File: src/rtl/edge_generator.sv
// rtl/edge_generator.sv - edge/pulse transmitter with minimum high/low hold times and one-deep pending slot
module edge_generator #(
  parameter int MIN_HIGH = 4,
  parameter int MIN_LOW  = 4,
  parameter int CNT_W    = 8
) (
  input  logic             clk,
  input  logic             rst_n,
  input  logic             risereq,
  input  logic             fallreq,
  input  logic             togglereq,
  input  logic             pulsereq,
  input  logic [CNT_W-1:0] pulselen,
  output logic             out,
  output logic             ack,
  output logic             dropped,
  output logic             busy
);

  typedef enum logic [2:0] {
    ST_LOW,
    ST_LOWHOLD,
    ST_HIGH,
    ST_HIGHHOLD,
    ST_PULSE
  } state_t;

  typedef enum logic [2:0] {
    REQ_NONE,
    REQ_FALL,
    REQ_RISE,
    REQ_TOGGLE,
    REQ_PULSE
  } req_t;

  localparam logic [CNT_W-1:0] HIGH_LOAD = CNT_W'(MIN_HIGH - 1);
  localparam logic [CNT_W-1:0] LOW_LOAD  = CNT_W'(MIN_LOW - 1);
  localparam logic [CNT_W-1:0] MIN_HIGH_C = CNT_W'(MIN_HIGH);
  localparam logic [CNT_W-1:0] ONE_C      = CNT_W'(1);

  state_t           state, nxt_state;
  logic [CNT_W-1:0] cnt, nxt_cnt;
  logic             pend_valid, nxt_pend_valid;
  req_t             pend_type, nxt_pend_type;
  logic [CNT_W-1:0] pend_len, nxt_pend_len;
  logic             nxt_ack, nxt_dropped;

  req_t             fresh_req;
  logic             eval_en, eval_high, eval_ack_en, store_en;
  req_t             eval_req;
  logic [CNT_W-1:0] eval_len, eff_len;

  // Resolve simultaneous strobes: pulse > toggle > rise > fall, losers vanish
  always_comb begin
    fresh_req = REQ_NONE;
    if (pulsereq)       fresh_req = REQ_PULSE;
    else if (togglereq) fresh_req = REQ_TOGGLE;
    else if (risereq)   fresh_req = REQ_RISE;
    else if (fallreq)   fresh_req = REQ_FALL;
  end

  // Pulse length clamped up to the minimum high time (covers pulselen=0 as well)
  always_comb begin
    eff_len = (eval_len < MIN_HIGH_C) ? MIN_HIGH_C : eval_len;
  end

  // Next-state logic: hold countdown, expiry, pending slot, idle evaluation
  always_comb begin
    nxt_state      = state;
    nxt_cnt        = cnt;
    nxt_pend_valid = pend_valid;
    nxt_pend_type  = pend_type;
    nxt_pend_len   = pend_len;
    nxt_ack        = 1'b0;
    nxt_dropped    = 1'b0;
    eval_en        = 1'b0;
    eval_high      = 1'b0;
    eval_ack_en    = 1'b0;
    eval_req       = REQ_NONE;
    eval_len       = '0;
    store_en       = 1'b0;

    case (state)
      ST_LOW, ST_HIGH: begin
        eval_en     = 1'b1;
        eval_high   = (state == ST_HIGH);
        eval_ack_en = 1'b1;
        eval_req    = fresh_req;
        eval_len    = pulselen;
      end
      ST_LOWHOLD, ST_HIGHHOLD: begin
        if (cnt != '0) begin
          nxt_cnt  = cnt - ONE_C;
          store_en = 1'b1;
        end else begin
          // Expiry: settle to the idle level, then act on the next request in the same cycle
          eval_en   = 1'b1;
          eval_high = (state == ST_HIGHHOLD);
          nxt_state = eval_high ? ST_HIGH : ST_LOW;
          if (pend_valid) begin
            nxt_pend_valid = 1'b0;
            eval_req       = pend_type;
            eval_len       = pend_len;
            // A fresh request cannot be queued behind the one being consumed
            nxt_dropped    = (fresh_req != REQ_NONE);
          end else begin
            eval_ack_en = 1'b1;
            eval_req    = fresh_req;
            eval_len    = pulselen;
          end
        end
      end
      ST_PULSE: begin
        store_en = 1'b1;
        if (cnt != '0) begin
          nxt_cnt = cnt - ONE_C;
        end else begin
          // A pulse always ends by falling; any pending request waits out the low hold
          nxt_state = ST_LOWHOLD;
          nxt_cnt   = LOW_LOAD;
        end
      end
      default: begin
        nxt_state = ST_LOW;
        nxt_cnt   = '0;
      end
    endcase

    if (store_en && fresh_req != REQ_NONE) begin
      if (!pend_valid) begin
        nxt_pend_valid = 1'b1;
        nxt_pend_type  = fresh_req;
        nxt_pend_len   = pulselen;
        nxt_ack        = 1'b1;
      end else begin
        nxt_dropped = 1'b1;
      end
    end

    if (eval_en) begin
      if (!eval_high) begin
        case (eval_req)
          REQ_RISE, REQ_TOGGLE: begin
            nxt_state = ST_HIGHHOLD;
            nxt_cnt   = HIGH_LOAD;
            nxt_ack   = eval_ack_en;
          end
          REQ_PULSE: begin
            nxt_state = ST_PULSE;
            nxt_cnt   = eff_len - ONE_C;
            nxt_ack   = eval_ack_en;
          end
          REQ_FALL: nxt_ack = eval_ack_en;
          default: ;
        endcase
      end else begin
        case (eval_req)
          REQ_FALL, REQ_TOGGLE: begin
            nxt_state = ST_LOWHOLD;
            nxt_cnt   = LOW_LOAD;
            nxt_ack   = eval_ack_en;
          end
          REQ_RISE:  nxt_ack     = eval_ack_en;
          REQ_PULSE: nxt_dropped = 1'b1;
          default: ;
        endcase
      end
    end
  end

  // State, counter, pending slot and registered outputs
  always_ff @(posedge clk or negedge rst_n) begin
    if (!rst_n) begin
      state      <= ST_LOW;
      cnt        <= '0;
      pend_valid <= 1'b0;
      pend_type  <= REQ_NONE;
      pend_len   <= '0;
      out        <= 1'b0;
      ack        <= 1'b0;
      dropped    <= 1'b0;
      busy       <= 1'b0;
    end else begin
      state      <= nxt_state;
      cnt        <= nxt_cnt;
      pend_valid <= nxt_pend_valid;
      pend_type  <= nxt_pend_type;
      pend_len   <= nxt_pend_len;
      out        <= (nxt_state == ST_HIGH) || (nxt_state == ST_HIGHHOLD) || (nxt_state == ST_PULSE);
      ack        <= nxt_ack;
      dropped    <= nxt_dropped;
      busy       <= !((nxt_state == ST_LOW) || (nxt_state == ST_HIGH)) || nxt_pend_valid;
    end
  end

endmodule

File: config.mk
export PLATFORM = sky130hd
export DESIGN_NAME = edge_generator
export DESIGN_NICKNAME = d
export VERILOG_FILES = /design/src/rtl/edge_generator.sv
export SDC_FILE = /design/constraint.sdc
export NUM_CORES = 1
export LEC_CHECK = 0
export BUFFER_PORTS_ARGS = -buffer_cell sky130_fd_sc_hd__buf_2
export CORE_MARGIN = 2
export CORE_UTILIZATION = 50
export DETAILED_ROUTE_END_ITERATION = 12
export GPL_TIMING_DRIVEN = 1
export PLACE_DENSITY = 0.69
export SLEW_MARGIN = 25
export SYNTH_ARGS = -nofsm -noshare
export SYNTH_HDL_FRONTEND = slang
export SYNTH_SLANG_ARGS = --single-unit
export TNS_END_PERCENT = 30
File: constraint.sdc
create_clock -name clk -period 4.9 [get_ports clk]
set_input_delay 0.49 -clock clk [delete_from_list [all_inputs] [get_ports clk]]
set_output_delay 0.49 -clock clk [all_outputs]
set_load 0.03 [all_outputs]
After elaboration in Yosys (flattened, before gate mapping)
Index checks and enable logic that the tools add are counted.
- register bits after elaboration: 27
- output and inout port bits: 4
- word-level logic and storage cells: 91
- $add $sub $neg: 2
- order comparisons: 1
- equal/unequal tests: 11
- mux-type cells: 52
- reductions and logical operators: 16
- operators by type and width (cell ; count):
    8-bit 2-to-1 mux ; 8
    8-bit one-hot mux with 2 select lines ; 2
    3-bit 2-to-1 mux ; 8
    8-bit one-hot mux with 3 select lines ; 1
    1-bit 2-to-1 mux ; 23
    3-bit by 2-bit == test with 1-bit output (second input constant) ; 6
    8-bit by 1-bit subtractor with 8-bit output (second input constant) ; 2
    3-bit one-hot mux with 2 select lines ; 2
    3-bit == test (second input constant) ; 3
    3-bit one-hot mux with 3 select lines ; 1
    8-bit by 3-bit < comparator with 1-bit output (second input constant) ; 1
    1-bit one-hot mux with 2 select lines ; 4
    8-bit nonzero test ; 1
    2-bit OR reduction ; 4
    3-bit by 1-bit == test with 1-bit output (second input constant) ; 2
    3-bit zero test ; 2
    2-bit 2-to-1 mux ; 3
    1-bit logical OR ; 4
    4-bit OR reduction ; 1
    3-bit nonzero test ; 1
    3-bit OR reduction ; 1
    1-bit logical AND ; 1
    1-bit zero test ; 1

Depth between registers and ports, before layout
Gate-level depths: netlist (run 1).
- depth in word-level cells: 16
- mapped depth: 13

Least setup slack after synthesis (run 1)
Ideal clock, no wire load.
- path type: reg2reg
- start: reg cnt[0]
- end: reg cnt[6]
- library setup time: 72 ps
- arrival: 3073 ps
- required time: 4828 ps
- setup slack: 1756 ps
- stages on the path, launching flop included: 14
- buffers on the path: 1
- period minus slack after synthesis: 3144 ps
- cells stage by stage: dfrtp_1 > inv_1 > ha_1 > or4b_1 > buf_4 > o41ai_4 > a22oi_1 > nand2_1 > o21ai_0 > ha_1 > nand3_1 > mux2_2 > o221a_2 > nor2_1
- longest elaborated chain between the ends: 9
- elaborated cells between the ends (all ways): 26
- classes of those cells: 2 x add/sub; 1 x order compare; 4 x eq/ne; 16 x mux; 3 x reduce/logical
- ends and longest elaborated chain (item ; line ; source):
    start, declared ; 42 ; logic [CNT_W-1:0] cnt, nxt_cnt;
    start signal, assigned ; 185 ; cnt <= nxt_cnt;
    8-bit nonzero test ; 92, 115 ;
    8-bit 2-to-1 mux ; 92 ; if (cnt != '0) begin
    8-bit one-hot mux with 2 select lines ; 83 ; case (state)
    8-bit by 3-bit < comparator with 1-bit output ; 64 ; eff_len = (eval_len < MIN_HIGH_C) ? MIN_HIGH_C : eval_len;
    8-bit 2-to-1 mux ; 64 ;
    8-bit by 1-bit subtractor with 8-bit output ; 150 ; nxt_cnt = eff_len - ONE_C;
    8-bit one-hot mux with 2 select lines ; 142 ; case (eval_req)
    8-bit 2-to-1 mux ; 141 ; if (!eval_high) begin
    8-bit 2-to-1 mux * ; 140 ; if (eval_en) begin
    named net nxt_cnt[6] ; 42 ;
Mark *: on every way through the listed nets, which the timed path passes. The rest lies on a longest branch.
A chain may end at the register's enable or synchronous reset.

Final worst setup path (run 1)
Same ends and word-level chain as after synthesis.

==> insert_results.sql, run 1 <==
INSERT INTO impl_metrics (metric_group, metric, value, unit) VALUES
('timing', 'finalClockSkew', '0.004249', 'ns'),
('cells_and_area', 'diodes', '0', ''),
('flow_run', 'drv_cap', '0', ''),
('clocking', 'h_tree_levels', '1', ''),
('critical_path', 'endpoint_kind', 'flop', ''),
('floorplanning', 'row_count', '22', ''),
('outcome', 'run_status', 'finished clean', ''),
('global_routing', 'grt_start_max_net_pins', '28', ''),
('timing', 'worst_slew_pin_slew', '0.8133', 'ns'),
('placement', 'gp_congestion', '0.8966', ''),
('clocking', 'clkTransAtPathRegs', '0.10', 'ns'),
('clocking', 'max-clock-path-buffers', '2', ''),
('synth', 'synth_largest_type_area_fraction', '34.31', '%'),
('timing', 'max_freq', '279.4', 'MHz'),
('clocking', 'tritoncts.num_buffers', '3', ''),
('detailed_routing', 'dr.pass1.iters', '4', ''),
('critical_path', 'crit_top_cell', 'ha_1', ''),
('cells_and_area', 'design_area', '0.002111', 'sq mm'),
('timing', 'final_min_period_over_clock_period', '73.03', '%'),
('pwr', 'post-layout-total-power', '1.448', 'mW'),
('cells_and_area', 'layout.filler_cells', '354', ''),
('detailed_routing', 'avgViaCountPerCell', '6.128', ''),
('synth', 'syn-cell-area', '0.001969', 'sq mm'),
('critical_path', 'cp_cell_sequence', 'inv_1 -> ha_1 -> or4b_1 -> o41ai_4 -> a22oi_1 -> nand2_1 -> o21ai_0 -> ha_1 -> nand3_1 -> mux2_2 -> o221a_2 -> nor2_1', ''),
('placement', 'total_cell_area_at_the_placement_stage', '0.002064', 'sq mm'),
('timing', 'rsz_0062_raised_after_global_routing', 'no', ''),
('pwr', 'peakVddDrop', '318.6', 'uV'),
('synth', 'synthesis.instances', '231', ''),
('floorplanning', 'die-width', '66.76', 'um'),
('clocking', 'root_buffer', 'clkbuf_8', ''),
('detailed_routing', 'totalWireLength', '4659', 'um'),
('detailed_routing', 'post_drt_wl_per_cell', '16.18', 'um'),
('critical_path', 'critPathKind', 'flop to flop', ''),
('critical_path', 'worst-path-buf-inv', '1', ''),
('global_routing', 'grt_usage', '23.63', '%'),
('detailed_routing', 'route.antenna.remaining_nets', '0', ''),
('global_routing', 'grt_antenna_before_repair', '0', ''),
('critical_path', 'worst_setup_path_start_kind', 'flop', ''),
('cells_and_area', 'final_cell_count_no_fill', '288', ''),
('synth', 'synth_warnings', '0', ''),
('timing', 'setup_viol', '0', ''),
('timing', 'relSlewSlack', '45.78', '%'),
('global_routing', 'global_route.overflow_total', '0', ''),
('cells_and_area', 'postLayoutCoreUtil', '56.80', '%'),
('timing', 'setup_total_negative_slack', '0', 'ns'),
('cells_and_area', 'seqCellArea', '675.6', 'sq um'),
('cells_and_area', 'layout_nets', '258', ''),
('placement', 'place_ws', '1.372', 'ns'),
('timing', 'report.final.slew_viol_count', '0', ''),
('timing', 'hold_slack', '0.1956', 'ns'),
('placement', 'place_hpwl', '3409', 'um'),
('synth', 'main_synth_ff_type', 'dfrtp_1', ''),
('floorplanning', 'floorplan.die_area', '0.004457', 'sq mm'),
('placement', 'placed_cells_incl_taps', '284', ''),
('detailed_routing', 'drc', '0', ''),
('clocking', 'clkLatencyLatePin', '0.28', 'ns'),
('synth', 'synth_sequential_area_ratio', '34.31', '%'),
('synth', 'postSynthRegisterBits', '27', ''),
('synth', 'netlist-cell-type-count', '53', ''),
('cells_and_area', 'proportion_of_layout_cells_with_a_drive_suffix_above_1', '18.33', '%'),
('global_routing', 'number_of_global_route_vias_before_repair', '1649', ''),
('clocking', 'post_cts_buffers', '0', ''),
('global_routing', 'first_pass_grt_wire_length', '7893', 'um'),
('critical_path', 'critPathArrivalTime', '3.79', 'ns'),
('critical_path', 'crit_fanout', '10', ''),
('synth', 'synthTopCellsByArea', 'dfrtp_1, mux2_2, a21oi_1', ''),
('min_path', 'timing.hold.worst.class', 'input pin to asynchronous set/reset pin', ''),
('cells_and_area', 'multiInputGateArea', '0.001206', 'sq mm'),
('floorplanning', 'floorplan.initialDensity', '53.00', '%'),
('critical_path', 'path_delay_family', 'compound AO/OA/AOI/OAI gates', ''),
('timing', 'min_period', '3.579', 'ns');
==> routing by layer <==
layer  part of all wire, %  global-route usage, %  wire length (um)
met5                     0                      0                 0
met4                   1.8                  10.46                82
met3                   6.3                  3.041               292
met2                    45                  35.25              2116
met1                    47                  34.04              2167
==> layout by cell type (no fill, tap or decap), types with 4 or more instances in the layout <==
cell type,n
o22ai_1,9
nor3_1,5
a22oi_1,4
nand3_1,5
inv_1,10
a31oi_1,5
mux2_2,12
nor2_1,20
dfrtp_1,27
or2_2,5
a21oi_1,17
o21ai_0,14
nand2_1,19
a22o_1,4
buf_2,17
a21o_1,4
nand2b_1,9
==> where the power goes <==
part	switching (mW)	total, mW	internal (mW)
Sequential	0.131	0.455	0.324
Combinational	0.490	0.862	0.372
Clock	0.0741	0.131	0.0572
Total	0.695	1.45	0.753
==> worst paths after layout <==
check                           cells after the start           to        start
worst max-delay path                               12       cnt[6]       cnt[0]
worst min-delay path                                1      dropped        rst_n
worst max register to register                     12       cnt[6]       cnt[0]
worst min register to register                      1  pend_len[6]  pend_len[6]
max in group asynchronous                           1  pend_len[4]        rst_n
min in group clk                                    2  pend_len[6]  pulselen[6]
==> cells by family (layout without fill, tap and decap cells) <==
kind of cell | count (synthesis) | after routing | synth area share [%]
AOI/OAI and AO/OA | 80 | 80 | 28.59
xor gates and xnor gates | 4 | 4 | 1.779
adders and majority gates | 3 | 3 | 1.906
buffers and inverters | 22 | 31 | 4.447
DFF | 27 | 27 | 34.31
muxes | 15 | 15 | 8.386
and+or+nand+nor | 80 | 80 | 20.59
==> cells in the mapped netlist, types with 2 or more instances <==
library cell and n:
a31oi_1 5, o31a_1 2, nor2_1 20, xnor2_1 2, a22oi_1 4, mux2i_1 3
inv_1 10, nand2_1 19, or3_1 3, nor2b_1 3, dfrtp_1 27, xor2_1 2
a21oi_1 17, mux2_2 12, a211o_1 3, a32oi_1 2, or2_2 5, clkbuf_1 9
o21ai_1 2, ha_1 3, nand2b_1 9, nand3_1 5, o22ai_1 9, nor3b_1 3
a21o_1 4, o21ai_0 14, nor3_1 5, a22o_1 4
==> final cells by class <==
type                    instances  area share, %
clock buffers                   3          1.956
clock inverters                 1         0.2371
inverters                      10          1.778
multi-input cells             182          57.14
flip-flops and latches         27          32.01
well taps                      48          2.845
repair buffers                 17          4.031
==> sequential cells by signal, summed over array words and instances, names as in the netlist <==
name / count
ack: 1
busy: 1
cnt: 8
dropped: 1
out: 1
pend_len: 8
pend_type: 3
pend_valid: 1
state: 3
Note: power is estimated with default switching activity, not from simulation.
==> run 2, diff against run 1 <==
==> constraint.sdc (replaced) <==
create_clock -name clk -period 3.5 [get_ports clk]
set_input_delay 0.35 -clock clk [delete_from_list [all_inputs] [get_ports clk]]
set_output_delay 0.35 -clock clk [all_outputs]
set_load 0.03 [all_outputs]
==> insert_results.sql, run 2 (same netlist as run 1, synthesis figures left out) <==
INSERT INTO impl_metrics (metric_group, metric, value, unit) VALUES
('outcome', 'run_status', 'finished clean', ''),
('detailed_routing', 'route.antenna.remaining_nets', '0', ''),
('critical_path', 'worst_setup_path_start_kind', 'flop', ''),
('clocking', 'post_cts_buffers', '0', ''),
('cells_and_area', 'layout_commonest_cell', 'dfrtp_1', ''),
('detailed_routing', 'route.vias.total', '1784', ''),
('timing', 'setup_viol', '0', ''),
('critical_path', 'endpoint_kind', 'flop', ''),
('cells_and_area', 'diodes', '0', ''),
('flow_run', 'drv_cap', '0', ''),
('floorplanning', 'die-width', '66.76', 'um'),
('timing', 'final.setup.worst_slack', '0.1863', 'ns'),
('timing', 'setup_total_negative_slack', '0', 'ns'),
('clocking', 'max-clock-path-buffers', '2', ''),
('timing', 'min_period', '3.314', 'ns'),
('pwr', 'net-switching-power', '989.9', 'uW'),
('global_routing', 'grt_antenna_before_repair', '0', ''),
('global_routing', 'grt_usage', '23.77', '%'),
('clocking', 'tritoncts.num_buffers', '3', ''),
('cells_and_area', 'design_area', '0.002163', 'sq mm'),
('detailed_routing', 'drtIter0Drc', '99', ''),
('global_routing', 'first_pass_grt_wire_length', '7983', 'um'),
('min_path', 'timing.hold.worst.class', 'input pin to asynchronous set/reset pin', ''),
('cells_and_area', 'postLayoutCoreUtil', '58.22', '%'),
('detailed_routing', 'totalWireLength', '4713', 'um'),
('timing', 'report.final.slew_viol_count', '0', ''),
('placement', 'place_ws', '0.2650', 'ns'),
('cells_and_area', 'layout_nets', '265', ''),
('floorplanning', 'ios', '18', ''),
('clocking', 'holdBufCountCts', '0', ''),
('placement', 'gp_congestion', '0.9179', ''),
('placement', 'place_hpwl', '3467', 'um'),
('clocking', 'clkTransAtPathRegs', '0.10', 'ns'),
('cells_and_area', 'areaGrowthSynthToFinish', '9.847', '%'),
('global_routing', 'number_of_global_route_vias_before_repair', '1692', ''),
('placement', 'port_buffers', '17', ''),
('clocking', 'clkLatencyLatePin', '0.28', 'ns'),
('timing', 'final_min_period_over_clock_period', '94.68', '%'),
('floorplanning', 'floorplan.die_area', '0.004457', 'sq mm'),
('cells_and_area', 'layout_top_registers', 'cnt (8), pend_len (8)', ''),
('cells_and_area', 'mostFrequentLayoutCells', 'dfrtp_1, nor2_1, nand2_1', ''),
('placement', 'total_cell_area_at_the_placement_stage', '0.002117', 'sq mm'),
('timing', 'worst_slew_pin_slew', '0.7681', 'ns'),
('clocking', 'root_buffer', 'clkbuf_8', ''),
('clocking', 'cts_sinks', '27', ''),
('critical_path', 'critical_path.startpoint', 'cnt[0]', ''),
('clocking', 'h_tree_levels', '1', ''),
('timing', 'max_freq', '301.8', 'MHz'),
('detailed_routing', 'avgViaCountPerCell', '6.047', ''),
('global_routing', 'grt_start_max_net_pins', '28', ''),
('floorplanning', 'floorplan.initialDensity', '53.00', '%'),
('timing', 'relSlewSlack', '48.60', '%'),
('pwr', 'swShare', '47.32', '%'),
('pwr', 'power.static_leakage', '0.9164', 'nW'),
('clocking', 'tritoncts', 'built', ''),
('critical_path', 'crit_fanout', '9', ''),
('floorplanning', 'core-area', '0.003716', 'sq mm'),
('timing', 'hold_slack', '0.06569', 'ns'),
('timing', 'rsz_0062_raised_after_global_routing', 'no', ''),
('critical_path', 'worstPathRequired', '3.72', 'ns'),
('pwr', 'pwr-share-comb', '60.9', '%'),
('pwr', 'internal_power', '1.102', 'mW'),
('cells_and_area', 'final_cell_count_no_fill', '295', ''),
('timing', 'hold_viol_final', '0', ''),
('cells_and_area', 'proportion_of_layout_cells_with_a_drive_suffix_above_1', '20.65', '%'),
('pwr', 'post-layout-total-power', '2.092', 'mW'),
('pwr', 'peakVddDrop', '390.3', 'uV'),
('pwr', 'power_density', '966.9', 'mW/mm^2'),
('global_routing', 'global_route.overflow_total', '0', ''),
('detailed_routing', 'drc', '0', ''),
('detailed_routing', 'dr.pass1.iters', '4', ''),
('cells_and_area', 'layout.filler_cells', '363', ''),
('critical_path', 'critPathArrivalTime', '3.53', 'ns'),
('critical_path', 'critPathKind', 'flop to flop', ''),
('placement', 'placed_cells_incl_taps', '291', ''),
('floorplanning', 'vert_die_dim', '66.76', 'um'),
('detailed_routing', 'post_drt_wl_per_cell', '15.98', 'um'),
('critical_path', 'source_of_the_worst_register_to_register_timing_path', 'cnt[0]', ''),
('floorplanning', 'row_count', '22', ''),
('pwr', 'share_seq_of_total_power', '30.1', '%'),
('timing', 'finalClockSkew', '0.002144', 'ns'),
('clocking', 'cts-resized-gates', '0', ''),
('pwr', 'pwr-share-clk', '9.1', '%');
-- run 2: power by group through the flow --
stage	combinational (mW)	clock (mW)	sequential [mW]
floorplan	0.987	0	0.586
global placement	1.26	0	0.627
detailed placement	1.26	0	0.632
CTS	1.27	0.190	0.623
global route	1.43	0.207	0.655
finish	1.27	0.189	0.629
-- run 2: layer usage --
layer	global-route usage, %	share of wire, %	vias to the layer above
met5	0	0	-
met4	7.143	1.4	0
met3	3.378	6.2	7
met2	37.75	46	61
met1	33.48	47	828
li1	-	-	888
-- run 2: critical path, cell delays in order, from the launching register on --
cell	delay (ns)
dfrtp_1	0.42
inv_1	0.06
ha_1	0.18
or4b_1	0.54
buf_4	0.21
o21ai_0	0.34
a32oi_1	0.18
nand2_1	0.15
o21ai_0	0.13
ha_1	0.27
nand3_1	0.09
mux2_2	0.33
o221a_2	0.26
nor2_1	0.08
-- run 2: cell type report --
class	count	area, sq um	share of cell area, %
Clock inverter	1	5.005	0.2313
Timing Repair Buffer	24	137.6	6.362
Tap cell	48	60.06	2.776
Inverter	10	37.54	1.735
Clock buffer	3	41.29	1.909
Sequential cell	27	675.6	31.23
Multi-Input combinational cell	182	1206	55.76
-- run 2: path summary, 6_finish.rpt --
check                                   end  slack [ns]  cells after the start
worst min register to register  pend_len[6]        0.51                      1
worst max-delay path                 cnt[6]        0.19                     13
max in group asynchronous            cnt[0]        3.04                      1
worst max register to register       cnt[6]        0.19                     13
worst min-delay path                    out        0.07                      1
min in group clk                pend_len[0]        0.32                      2
==> run 3, diff against run 2 <==
--- a/config.mk
+++ b/config.mk
@@ -5,6 +5,7 @@
 export SDC_FILE = /design/constraint.sdc
 export NUM_CORES = 1
 export LEC_CHECK = 0
+export ABC_AREA = 1
 export BUFFER_PORTS_ARGS = -buffer_cell sky130_fd_sc_hd__buf_2
 export CORE_MARGIN = 2
 export CORE_UTILIZATION = 50
==> insert_results.sql, run 3 <==
INSERT INTO impl_metrics (metric_group, metric, value, unit) VALUES
('outcome', 'run_status', 'finished clean', ''),
('clocking', 'root_buffer', 'clkbuf_8', ''),
('critical_path', 'critical_path.startpoint', 'cnt[0]', ''),
('cells_and_area', 'diodes', '0', ''),
('global_routing', 'number_of_global_route_vias_before_repair', '1796', ''),
('timing', 'relSlewSlack', '59.66', '%'),
('synth', 'synth_warnings', '0', ''),
('synth', 'synth.most_common_cell', 'nand2_1', ''),
('cells_and_area', 'multiInputGateArea', '0.001129', 'sq mm'),
('placement', 'place_hpwl', '3448', 'um'),
('cells_and_area', 'seqCellArea', '675.6', 'sq um'),
('synth', 'synthDominantAreaCellType', 'dfrtp_1', ''),
('flow_run', 'drv_cap', '0', ''),
('placement', 'place_ws', '0.9784', 'ns'),
('timing', 'max_freq', '394.1', 'MHz'),
('timing', 'hold_viol_final', '0', ''),
('placement', 'total_cell_area_at_the_placement_stage', '0.002136', 'sq mm'),
('floorplanning', 'ios', '18', ''),
('global_routing', 'grt.met3_usage', '2.667', '%'),
('global_routing', 'grt_antenna_before_repair', '0', ''),
('global_routing', 'grt_usage', '22.26', '%'),
('cells_and_area', 'postLayoutCoreUtil', '55.32', '%'),
('synth', 'synth_sequential_area_ratio', '33.25', '%'),
('clocking', 'tritoncts', 'built', ''),
('floorplanning', 'core-area', '0.003943', 'sq mm'),
('timing', 'min_period', '2.537', 'ns'),
('timing', 'worst_slew_pin_slew', '0.6051', 'ns'),
('synth', 'post_synth_top_cells', 'nand2_1, inv_1, dfrtp_1, o21ai_0, nand3_1', ''),
('critical_path', 'source_of_the_worst_register_to_register_timing_path', 'cnt[0]', ''),
('clocking', 'max-clock-path-buffers', '2', ''),
('critical_path', 'worstPathRequired', '3.65', 'ns'),
('critical_path', 'critPathArrivalTime', '2.69', 'ns'),
('clocking', 'clkLatencyLatePin', '0.28', 'ns'),
('cells_and_area', 'mostFrequentLayoutCells', 'nand2_1, inv_1, dfrtp_1', ''),
('cells_and_area', 'layout_top_registers', 'cnt (8), pend_len (8)', ''),
('synth', 'syn-cell-area', '0.002032', 'sq mm'),
('timing', 'finalClockSkew', '0.01050', 'ns'),
('clocking', 'h_tree_levels', '1', ''),
('clocking', 'holdBufCountCts', '0', ''),
('global_routing', 'first_pass_grt_wire_length', '7665', 'um'),
('pwr', 'power.static_leakage', '1.074', 'nW'),
('detailed_routing', 'drc', '0', ''),
('timing', 'setup_total_negative_slack', '0', 'ns'),
('min_path', 'timing.hold.worst.class', 'input pin to asynchronous set/reset pin', ''),
('timing', 'setup_viol', '0', ''),
('cells_and_area', 'areaGrowthSynthToFinish', '7.327', '%'),
('clocking', 'tritoncts.num_buffers', '3', ''),
('detailed_routing', 'dr.pass1.iters', '4', ''),
('timing', 'final_min_period_over_clock_period', '72.49', '%'),
('pwr', 'power_density', '1034', 'mW/mm^2'),
('cells_and_area', 'layout.filler_cells', '382', ''),
('timing', 'report.final.slew_viol_count', '0', ''),
('floorplanning', 'floorplan.die_area', '0.004590', 'sq mm'),
('pwr', 'peakVddDrop', '550.6', 'uV'),
('critical_path', 'endpoint_kind', 'flop', ''),
('cells_and_area', 'design_area', '0.002181', 'sq mm'),
('critical_path', 'crit_fanout', '12', ''),
('critical_path', 'worst_setup_path_start_kind', 'flop', ''),
('timing', 'final.setup.worst_slack', '0.9627', 'ns'),
('placement', 'gp_congestion', '0.8779', ''),
('timing', 'rsz_0062_raised_after_global_routing', 'no', ''),
('detailed_routing', 'drtIter0Drc', '82', ''),
('floorplanning', 'vert_die_dim', '67.75', 'um'),
('detailed_routing', 'post_drt_wl_per_cell', '12.28', 'um'),
('floorplanning', 'floorplan.initialDensity', '51.54', '%'),
('critical_path', 'critPathKind', 'flop to flop', ''),
('synth', 'synth_area_per_inst', '7.031', 'sq um'),
('synth', 'async_flop_share', '100.0', '%'),
('synth', 'netlist-cell-type-count', '34', ''),
('cells_and_area', 'layout_commonest_cell', 'nand2_1', ''),
('synth', 'synth_largest_type_area_fraction', '33.25', '%'),
('detailed_routing', 'route.antenna.remaining_nets', '0', ''),
('detailed_routing', 'totalWireLength', '4346', 'um'),
('global_routing', 'grt_start_max_net_pins', '28', ''),
('detailed_routing', 'route.vias.total', '1826', ''),
('cells_and_area', 'layout_nets', '322', ''),
('synth', 'postSynthRegisterBits', '27', ''),
('placement', 'port_buffers', '17', ''),
('cells_and_area', 'proportion_of_layout_cells_with_a_drive_suffix_above_1', '21.05', '%'),
('clocking', 'cts_sinks', '27', ''),
('global_routing', 'grt.busiest_layer', 'met2', ''),
('floorplanning', 'row_count', '23', ''),
('synth', 'number_of_nets_produced_by_synthesis', '306', ''),
('synth', 'main_synth_ff_type', 'dfrtp_1', ''),
('floorplanning', 'die-width', '67.75', 'um'),
('synth', 'number_of_flops_mapped_to_enable_cells_by_yosys', '0', ''),
('detailed_routing', 'avgViaCountPerCell', '5.158', ''),
('synth', 'synthesis.instances', '289', ''),
('global_routing', 'global_route.overflow_total', '0', ''),
('clocking', 'clkTransAtPathRegs', '0.10', 'ns'),
('synth', 'synthTopCellsByArea', 'dfrtp_1, nand2_1, inv_1', ''),
('global_routing', 'grt_util_met1', '28.28', '%'),
('global_routing', 'globalRouteMet2Util', '37.87', '%'),
('clocking', 'post_cts_buffers', '0', ''),
('clocking', 'cts-resized-gates', '0', '');
==> run 3: changes by cell type after synthesis, moves of 6 or more <==
cell      before  now
inv_1         10   33
o21ai_0       14   24
mux2_2        12    0
nand2b_1       9    0
inv_2          0   13
nand2_1       19   80
nand2_2        0    7
nor2_4         0    6
nand3_1        5   21
a21oi_1       17    3
clkbuf_1       9    0
==> run 3: cell families after synthesis <==
family / after synthesis / synth area share (%)
simple gates: 148 / 35.53
buf+inv: 54 / 11.21
compound gates: 53 / 16.44
flops: 27 / 33.25
xor+xnor: 4 / 1.724
fa+ha+maj: 3 / 1.847
==> run 3: worst max-delay path: stages (launching register included) <==
cell and delay [ns]:
dfrtp_1 0.40, inv_1 0.10, ha_1 0.24, nand2_1 0.11
nor2_4 0.30, nand2_2 0.19, o22ai_1 0.33, nand2_1 0.14
ha_1 0.22, inv_1 0.11, o21ai_0 0.10, nand3_1 0.09
nand3_1 0.08
==> run 3: per-stage QoR <==
step / power [mW] / hold slack [ns] / std cells
final: 2.254 / 0.06664 / 354
after global routing: 2.502 / 0.1313 / 354
after CTS: 2.267 / 0.09647 / 354
after detailed placement: 2.078 / 0.4008 / 350
after global placement: 2.057 / 0.3893 / 350
after floorplan: 1.816 / 0.05441 / 289
==> run 3: path summary, 6_finish.rpt <==
| check | to | slack [ns] | depth (start not counted) |
|---|---|---|---|
| worst max register to register | cnt[6] | 0.96 | 12 |
| min in group clk | pend_len[2] | 0.44 | 5 |
| max in group asynchronous | out | 3.03 | 1 |
| worst min register to register | pend_len[0] | 0.50 | 2 |
| worst max-delay path | cnt[6] | 0.96 | 12 |
| worst min-delay path | pend_len[5] | 0.07 | 1 |
==> run 3: power by group <==
part           switching [mW]  total, mW  leakage, nW  internal (mW)
sequential             0.0906      0.536        0.340          0.445
clock                  0.0978      0.179       0.0228         0.0817
combinational            1.04       1.54        0.711          0.501
==> run 3: routing by layer <==
metal	vias to the layer above	part of all wire, %
li1	957	-
met1	831	48
met2	27	47
met3	11	2.0
met4	0	2.5
met5	-	0
==> run 3: area by class of cell <==
type                    count  share of cell area [%]
flip-flops and latches     27                   30.98
well taps                  50                   2.869
multi-input cells         208                   51.75
inverters                  48                   8.434
clock buffers               4                   2.065
repair buffers             17                   3.901
